File: src/rtl/mem_seq_pkg.sv
// Shared types and constants for the byte-port memory sequencer.
package mem_seq_pkg;

    localparam int BEATS = 4;

    localparam logic OWNER_IF = 1'b0;
    localparam logic OWNER_DM = 1'b1;

    typedef enum logic [2:0] {
        IDLE,
        ISSUE,
        WAIT,
        RESP,
        HALTED
    } state_t;

endpackage

File: src/rtl/mem_byte_lane.sv
// Byte-beat datapath: serialises store words MSB first and assembles
// big-endian load words from the read byte stream.
module mem_byte_lane
    import mem_seq_pkg::*;
(
    input  logic                 clk,
    input  logic                 rst_n,
    input  logic                 load,
    input  logic                 we,
    input  logic                 step,
    input  logic [8*BEATS-1:0]   wdata,
    input  logic [7:0]           rd_byte,
    output logic [7:0]           wr_byte,
    output logic [8*BEATS-1:0]   word
);

    logic [8*BEATS-1:0] sreg;

    // One register serves both directions; only one access is in flight.
    always_ff @(posedge clk or negedge rst_n) begin
        if (!rst_n) begin
            sreg    <= '0;
            wr_byte <= '0;
        end else if (load) begin
            sreg <= {wdata[8*BEATS-9:0], 8'h00};
            if (we) wr_byte <= wdata[8*BEATS-1 -: 8];
        end else if (step) begin
            if (we) begin
                wr_byte <= sreg[8*BEATS-1 -: 8];
                sreg    <= {sreg[8*BEATS-9:0], 8'h00};
            end else begin
                sreg <= {sreg[8*BEATS-9:0], rd_byte};
            end
        end
    end

    // The final byte arrives after the last beat; fold it in combinationally.
    assign word = {sreg[8*BEATS-9:0], rd_byte};

endmodule

File: src/rtl/mem_port_sequencer.sv
// Shares the byte-wide unified memory port between fetch and data requesters,
// turning each 32-bit access into four big-endian byte beats; parks on halt.
module mem_port_sequencer
    import mem_seq_pkg::*;
#(
    parameter int ADDR_W = 16
) (
    input  logic              mem_Clk,
    input  logic              rst_n,
    input  logic              halt_f,
    input  logic              if_req,
    input  logic [31:0]       if_addr,
    output logic              if_valid,
    output logic [31:0]       if_rdata,
    input  logic              dm_req,
    input  logic              dm_we,
    input  logic [31:0]       dm_addr,
    input  logic [31:0]       dm_wdata,
    output logic              dm_valid,
    output logic [31:0]       dm_rdata,
    output logic              mem_en,
    output logic              mem_we,
    output logic [ADDR_W-1:0] mem_addr,
    output logic [7:0]        mem_wdata,
    input  logic [7:0]        mem_rdata,
    output logic              halted
);

    localparam logic [1:0] LAST = 2'(BEATS - 1);

    state_t      state;
    logic [1:0]  k;
    logic        we_q;
    logic        owner;
    logic        last_grant;
    logic        halt_seen;

    logic              grant_dm;
    logic              g_own;
    logic              g_we;
    logic [ADDR_W-1:0] g_addr;
    logic              do_grant;
    logic              step;
    logic [31:0]       word;

    logic unused_addr_hi;
    assign unused_addr_hi = ^{if_addr[31:ADDR_W], dm_addr[31:ADDR_W]};

    always_comb begin
        grant_dm = dm_req && (!if_req || last_grant == OWNER_IF);
        g_own    = grant_dm ? OWNER_DM : OWNER_IF;
        g_we     = grant_dm && dm_we;
        g_addr   = grant_dm ? dm_addr[ADDR_W-1:0] : if_addr[ADDR_W-1:0];
        // A halt seen mid-access wins over any request pending at RESP.
        do_grant = (if_req || dm_req) &&
                   ((state == IDLE && !halt_f) || (state == RESP && !halt_seen));
        step     = (state == ISSUE) && (!we_q || k != LAST);
    end

    mem_byte_lane u_lane (
        .clk     (mem_Clk),
        .rst_n   (rst_n),
        .load    (do_grant),
        .we      (do_grant ? g_we : we_q),
        .step    (step),
        .wdata   (dm_wdata),
        .rd_byte (mem_rdata),
        .wr_byte (mem_wdata),
        .word    (word)
    );

    always_ff @(posedge mem_Clk or negedge rst_n) begin
        if (!rst_n) begin
            state      <= IDLE;
            k          <= '0;
            we_q       <= 1'b0;
            owner      <= OWNER_IF;
            last_grant <= OWNER_IF;
            halt_seen  <= 1'b0;
            if_valid   <= 1'b0;
            dm_valid   <= 1'b0;
            if_rdata   <= '0;
            dm_rdata   <= '0;
            mem_en     <= 1'b0;
            mem_we     <= 1'b0;
            mem_addr   <= '0;
            halted     <= 1'b0;
        end else begin
            if_valid <= 1'b0;
            dm_valid <= 1'b0;
            mem_en   <= 1'b0;
            mem_we   <= 1'b0;
            if (do_grant) begin
                state      <= ISSUE;
                k          <= '0;
                owner      <= g_own;
                last_grant <= g_own;
                we_q       <= g_we;
                mem_en     <= 1'b1;
                mem_we     <= g_we;
                mem_addr   <= g_addr;
            end else begin
                case (state)
                    IDLE: begin
                        if (halt_f) begin
                            state  <= HALTED;
                            halted <= 1'b1;
                        end
                    end
                    ISSUE: begin
                        if (halt_f) halt_seen <= 1'b1;
                        if (k == LAST) begin
                            if (we_q) begin
                                state    <= RESP;
                                dm_valid <= (owner == OWNER_DM);
                                if_valid <= (owner == OWNER_IF);
                            end else begin
                                state <= WAIT;
                            end
                        end else begin
                            k        <= k + 2'd1;
                            mem_en   <= 1'b1;
                            mem_we   <= we_q;
                            mem_addr <= mem_addr + ADDR_W'(1);
                        end
                    end
                    WAIT: begin
                        if (halt_f) halt_seen <= 1'b1;
                        state <= RESP;
                        if (owner == OWNER_DM) begin
                            dm_valid <= 1'b1;
                            dm_rdata <= word;
                        end else begin
                            if_valid <= 1'b1;
                            if_rdata <= word;
                        end
                    end
                    RESP: begin
                        if (halt_seen || halt_f) begin
                            state  <= HALTED;
                            halted <= 1'b1;
                        end else begin
                            state <= IDLE;
                        end
                    end
                    HALTED: ;
                    default: state <= IDLE;
                endcase
            end
        end
    end

endmodule

File: config.mk
export PLATFORM = sky130hd
export DESIGN_NAME = mem_port_sequencer
export DESIGN_NICKNAME = d
export VERILOG_FILES = /design/src/rtl/mem_seq_pkg.sv /design/src/rtl/mem_byte_lane.sv /design/src/rtl/mem_port_sequencer.sv
export SDC_FILE = /design/constraint.sdc
export NUM_CORES = 1
export LEC_CHECK = 0
export ABC_AREA = 1
export CAP_MARGIN = 10
export CORE_MARGIN = 8
export CORE_UTILIZATION = 35
export CTS_CLUSTER_SIZE = 16
export DETAILED_ROUTE_END_ITERATION = 12
export GPL_TIMING_DRIVEN = 0
export PLACE_DENSITY = 0.64
export SLEW_MARGIN = 20
export SYNTH_ARGS = -nofsm -noshare
export SYNTH_HDL_FRONTEND = slang
export SYNTH_SLANG_ARGS = --single-unit
File: constraint.sdc
create_clock -name mem_Clk -period 1.98 [get_ports mem_Clk]
set_input_delay 0.198 -clock mem_Clk [delete_from_list [all_inputs] [get_ports mem_Clk]]
set_output_delay 0.198 -clock mem_Clk [all_outputs]
set_load 0.02 [all_outputs]
# Word level (Yosys, flattened, before mapping)

Cells that the tools add are included.
W data, S select, Z words.

$add $sub $neg: 2
Eq/ne operators: 12
Mux-type cells: 41
Bitwise logic cells: 2
Reductions and logical operators: 27

Operators by type and width:

| operator                | number |
|---|---|
| $mux W16                | 4 |
| $mux W32                | 2 |
| $mux W8                 | 5 |
| $mux W1                 | 19 |
| $add A16 B1 Y16 const B | 1 |
| $pmux W3 S5             | 1 |
| $mux W3                 | 4 |
| $reduce_and A3 Y1       | 4 |
| $ne A2 B2 Y1 const B    | 4 |
| $eq A3 B2 Y1 const B    | 2 |
| $logic_and A1 B1 Y1     | 6 |
| $mux W2                 | 3 |
| $pmux W1 S2             | 3 |
| $reduce_bool A2 Y1      | 3 |
| $logic_or A1 B1 Y1      | 5 |
| $logic_not A1 Y1        | 4 |
| $reduce_and A2 Y1       | 2 |
| $reduce_and A4 Y1       | 1 |
| $eq A3 B1 Y1 const B    | 1 |
| $eq A3 B3 Y1 const B    | 1 |
| $logic_not A3 Y1        | 1 |
| $ne A3 B2 Y1 const B    | 1 |
| $ne A3 B3 Y1 const B    | 1 |
| $add A2 B1 Y2 const B   | 1 |
| other kinds (4)         | 5 |

Flip-flop bits (word level): 133
Output and inout port bits: 93
Logic and storage cells: 99

# Depth between registers and ports, before layout

Depth after elaboration: 8
Depth in mapped cells: 10
Mapped depth without buffers: 9

# Cells and area by module

From an unflattened synthesis, not the netlist that was laid out.

Cells, all modules: 764
Area, all modules: 6,488.7 sq um

Modules (own cells, without submodules):

| module             | times used | cells an instance | area each (sq um) |
|---|---|---|---|
| mem_port_sequencer | 1          | 499               | 4,372.9 |
| mem_byte_lane      | 1          | 265               | 2,115.8 |

# Worst setup path after synthesis

OpenSTA, ideal clock, no wires.

Path kind: register to register
Start point: register mem_addr[0]
End point: register mem_addr[10]
Data arrival time: 1.419 ns
Setup slack: 0.439 ns
Cell stages (with the launch flop): 9
Path through: dfrtp_1 ha_1 nand2_1 nor2_1 nand2_1 nor3b_1 nand2_1 nand2_1 nor2_1

Cells in the longest elaborated chain, start to end: 4

RTL lines:

| what                   | line                      | source |
|---|---|---|
| from (decl)            | mem_port_sequencer.sv:23  | `output logic [ADDR_W-1:0] mem_addr,` |
| from (signal assigned) | mem_port_sequencer.sv:101 | `mem_addr <= g_addr;` |
| from (signal assigned) | mem_port_sequencer.sv:124 | `mem_addr <= mem_addr + ADDR_W'(1);` |
| $add A16 B1 Y16        | mem_port_sequencer.sv:124 |  |
| $mux W16               | mem_port_sequencer.sv:112 | `if (k == LAST) begin` |
| $mux W16               | mem_port_sequencer.sv:103 | `case (state)` |
| $mux W16               | mem_port_sequencer.sv:93  | `if (do_grant) begin` |

Every way passes these cells. The select of a mux whose other input is x is not followed.
A chain may end at the register's enable or synchronous reset.

# Worst setup path in the final report

Start point: register state[2]
End point: register u_lane.wr_byte[2]

Cells in the longest elaborated chain, start to end: 6

RTL lines:

| what                                                           | line                      | source |
|---|---|---|
| from (decl)                                                    | mem_port_sequencer.sv:31  | `state_t state;` |
| from (signal assigned)                                         | mem_port_sequencer.sv:74  | `state <= IDLE;` |
| from (signal assigned)                                         | mem_port_sequencer.sv:94  | `state <= ISSUE;` |
| from (signal assigned)                                         | mem_port_sequencer.sv:106 | `state <= HALTED;` |
| $eq A3 B2 Y1 or $logic_not A3 Y1 (tied branches)               | mem_port_sequencer.sv:56  | `((state == IDLE && !halt_f) \|\| (state == RESP && !halt_seen));` |
| $logic_and A1 B1 Y1                                            | mem_port_sequencer.sv:56  |  |
| $logic_or A1 B1 Y1                                             | mem_port_sequencer.sv:56  |  |
| $logic_and A1 B1 Y1                                            | mem_port_sequencer.sv:55  | `do_grant = (if_req \|\| dm_req) &&` |
| $reduce_bool A2 Y1 (no source line) or $mux W1 (tied branches) | --                        |  |
| $reduce_and A2 Y1 (no source line)                             | --                        |  |
| to (signal assigned)                                           | mem_byte_lane.sv:26       | `if (we) wr_byte <= wdata[8*BEATS-1 -: 8];` |
| to (signal assigned)                                           | mem_byte_lane.sv:29       | `wr_byte <= sreg[8*BEATS-1 -: 8];` |
| to (decl)                                                      | mem_byte_lane.sv:13       | `output logic [7:0] wr_byte,` |

Several ways; a longest one is shown, not always the timed one.

==> impl_metrics.tcl <==
set metrics [dict create \
    cap_viol_max_count 0 \
    min_path_type "in -> async" \
    pre_cts_slack_ps -138 \
    crit_fanout 9 \
    cts-htree-levels 4 \
    crit_type "reg -> reg" \
    die_w_um 147 \
    layout_setup_ws_ps 203 \
    drt-pass1-iter-count 5 \
    final-setup-viol-count 0 \
    antenna_found_initial 2 \
    grt_pass1_vias 5754 \
    yosys_register_bits 133 \
    max_freq_ghz 0.563 \
    grt_max_degree 91 \
    max_slew_margin 0.622 \
    drive_gt1_frac 0.0724 \
    hold_viol 0 \
    crit_arrival_ps 2130 \
    rows 48 \
    run_status "finished clean" \
    synth_edf_count 0 \
    drt-wirelength-per-cell_um 17.8 \
    final.setup.tns_ps 0 \
    cts-root-buf "clkbuf_16" \
    globalRouteOverflowTotal 0 \
    clk_latency_ps 420 \
    final_nets 1012 \
    hpwl_um 15100 \
    syn-instance-count 709 \
    seq_area_frac_synth 0.556 \
    ir_drop_mv 0.684 \
    report.power.total_mw 12.5 \
    grt_pass1_wl_um 32500 \
    vias 5547 \
    initialDrtViolationCount 336 \
    postRouteAntennaNets 0 \
    yosysWarnings 0 \
    synth.area.top_cells "dfrtp_1, nand2_1, o21ai_0, nand3_1, inv_1" \
    synth_top_flop_cell "dfrtp_1" \
    cts_buffers 17 \
    cts_tree "built" \
    clk_pin_slew_worst_paths_ps 50 \
    dieArea_mm2 0.0216 \
    synth_area_leader_cell "dfrtp_1" \
    fin_util 0.505 \
    synth_common_cells "nand2_1, dfrtp_1, o21ai_0" \
    syn_area_mm2 0.00599 \
    async_flop_share 1.00 \
    synth_fp_nets 821 \
    leakage_nw 3.94 \
    finClkSkew_ps 6.06 \
    synth_cell_types 33 \
    core_area_mm2 0.0170 \
    cts.sinks 133 \
    startpoint_type "register" \
    via_per_inst 4.88 \
    grt_use_total 0.192 \
    io-pin-count 203 \
    synth_top_area_frac 0.556 \
    clock_path_buffers 2 \
    endpoint_kind "register" \
    start_util 0.352 \
    io_buffers 170 \
    synth.most_common_cell "nand2_1" \
    cp.required_ps 2330 \
    powerDensity_mw_per_mm2 1460 \
    drt_drc_violations_left 0 \
    fin_crit_sh 0.897 \
    worst_pin_slew_ps 565 \
    routed_wl_um 20200 \
    gp_congestion 0.837 \
    period_needed_ps 1780 \
    slew_violations 0 \
    avgSynthCellArea_um2 8.45 \
    rsz0062_at_grt "no" \
    area_delta_synth_final_pct 43.3 \
    dieHeight_um 147 \
]
## sequential cells by signal, summed over array words and instances (netlist names), 2 cells and up
register,cells
k,2
dm_rdata,32
u_lane.wr_byte,8
state,3
mem_addr,16
if_rdata,32
u_lane.sreg,32
## worst paths after layout
check / depth (start not counted) / from / slack [ps] / to
worst min-delay path: 2 / rst_n / 270 / u_lane.wr_byte[6]
min in group mem_Clk: 3 / dm_wdata[21] / 360 / u_lane.sreg[29]
max in group asynchronous: 3 / rst_n / 950 / dm_rdata[11]
worst max register to register: 7 / state[2] / 200 / u_lane.wr_byte[2]
worst max-delay path: 7 / state[2] / 200 / u_lane.wr_byte[2]
worst min register to register: 2 / halted / 470 / halted
## per-layer routing
metal / wire length [µm] / global-route usage / up-vias
met2: 8900 / 0.294 / 215
met3: 1930 / 0.0775 / 23
li1: - / - / 2690
met5: 24 / 0 / -
met1: 9120 / 0.245 / 2615
met4: 254 / 0.0520 / 4
## cell families after synthesis
logic type | Yosys count | share of synthesized area
buffers and inverters | 93 | 0.0667
AND/OR/NAND/NOR | 343 | 0.240
flip-flops | 133 | 0.556
AO/OA/AOI/OAI | 133 | 0.126
multiplexers | 1 | 0.00188
adder cells (fa/ha/maj) | 2 | 0.00418
XOR/XNOR | 4 | 0.00585
## metrics by stage
stage               hold WS (ps)  area [µm²]  instances
global route                 301        8580       1136
CTS                          291        8570       1136
finish                       269        8580       1137
global placement             449        7970       1104
detailed placement           118        8000       1105
floorplan                  -97.6        5990        709
## what timing repair did
item | in CTS | in global routing
hold buffers | 1 | 0
endpoints found under the setup margin | 0 | 31
resized for setup | 0 | 11
buffers inserted | 0 | 0
endpoints found under the hold margin | 43 | 0
## final cells by class
cell class / instances / area [µm²]
Tap cell: 225 / 282
Antenna cell: 1 / 2.50
Buffer: 34 / 184
Sequential cell: 133 / 3330
Clock buffer: 26 / 509
Timing Repair Buffer: 172 / 1740
Inverter: 59 / 221
Multi-Input combinational cell: 483 / 2270
Fill cell: 1660 / 8410
Clock inverter: 4 / 45.0
## report_power, final
group          internal, mW  leakage, nW  total [mW]  switching (mW)
Sequential             3.73         1.67        4.50           0.764
Clock                  1.87        0.276        3.00            1.12
Combinational          2.17         1.99        5.05            2.88
## worst max-delay path, cell delays in order, from the launching register on
cell and delay [ps]:
dfrtp_1 420, inv_2 110, nand3_1 200, inv_1 160
nand3_1 370, nand2_4 290, nand2_1 90, nand2_1 60
## layout by cell type, fill, tap and decap left out, types with 4 or more instances in the layout
master and n:
nand2_1 218, clkdlybuf4s50_1 169, dfrtp_1 133, o21ai_0 77
nand3_1 60, inv_1 57, nor2_1 39, o211ai_1 25
clkbuf_16 17, a21oi_1 15, clkbuf_1 14, buf_2 13
o21ai_1 12, nand4_1 7, clkbuf_2 5, clkbuf_8 5
nand2_2 4, nor3_1 4
Power figures use the tool's default switching activity.
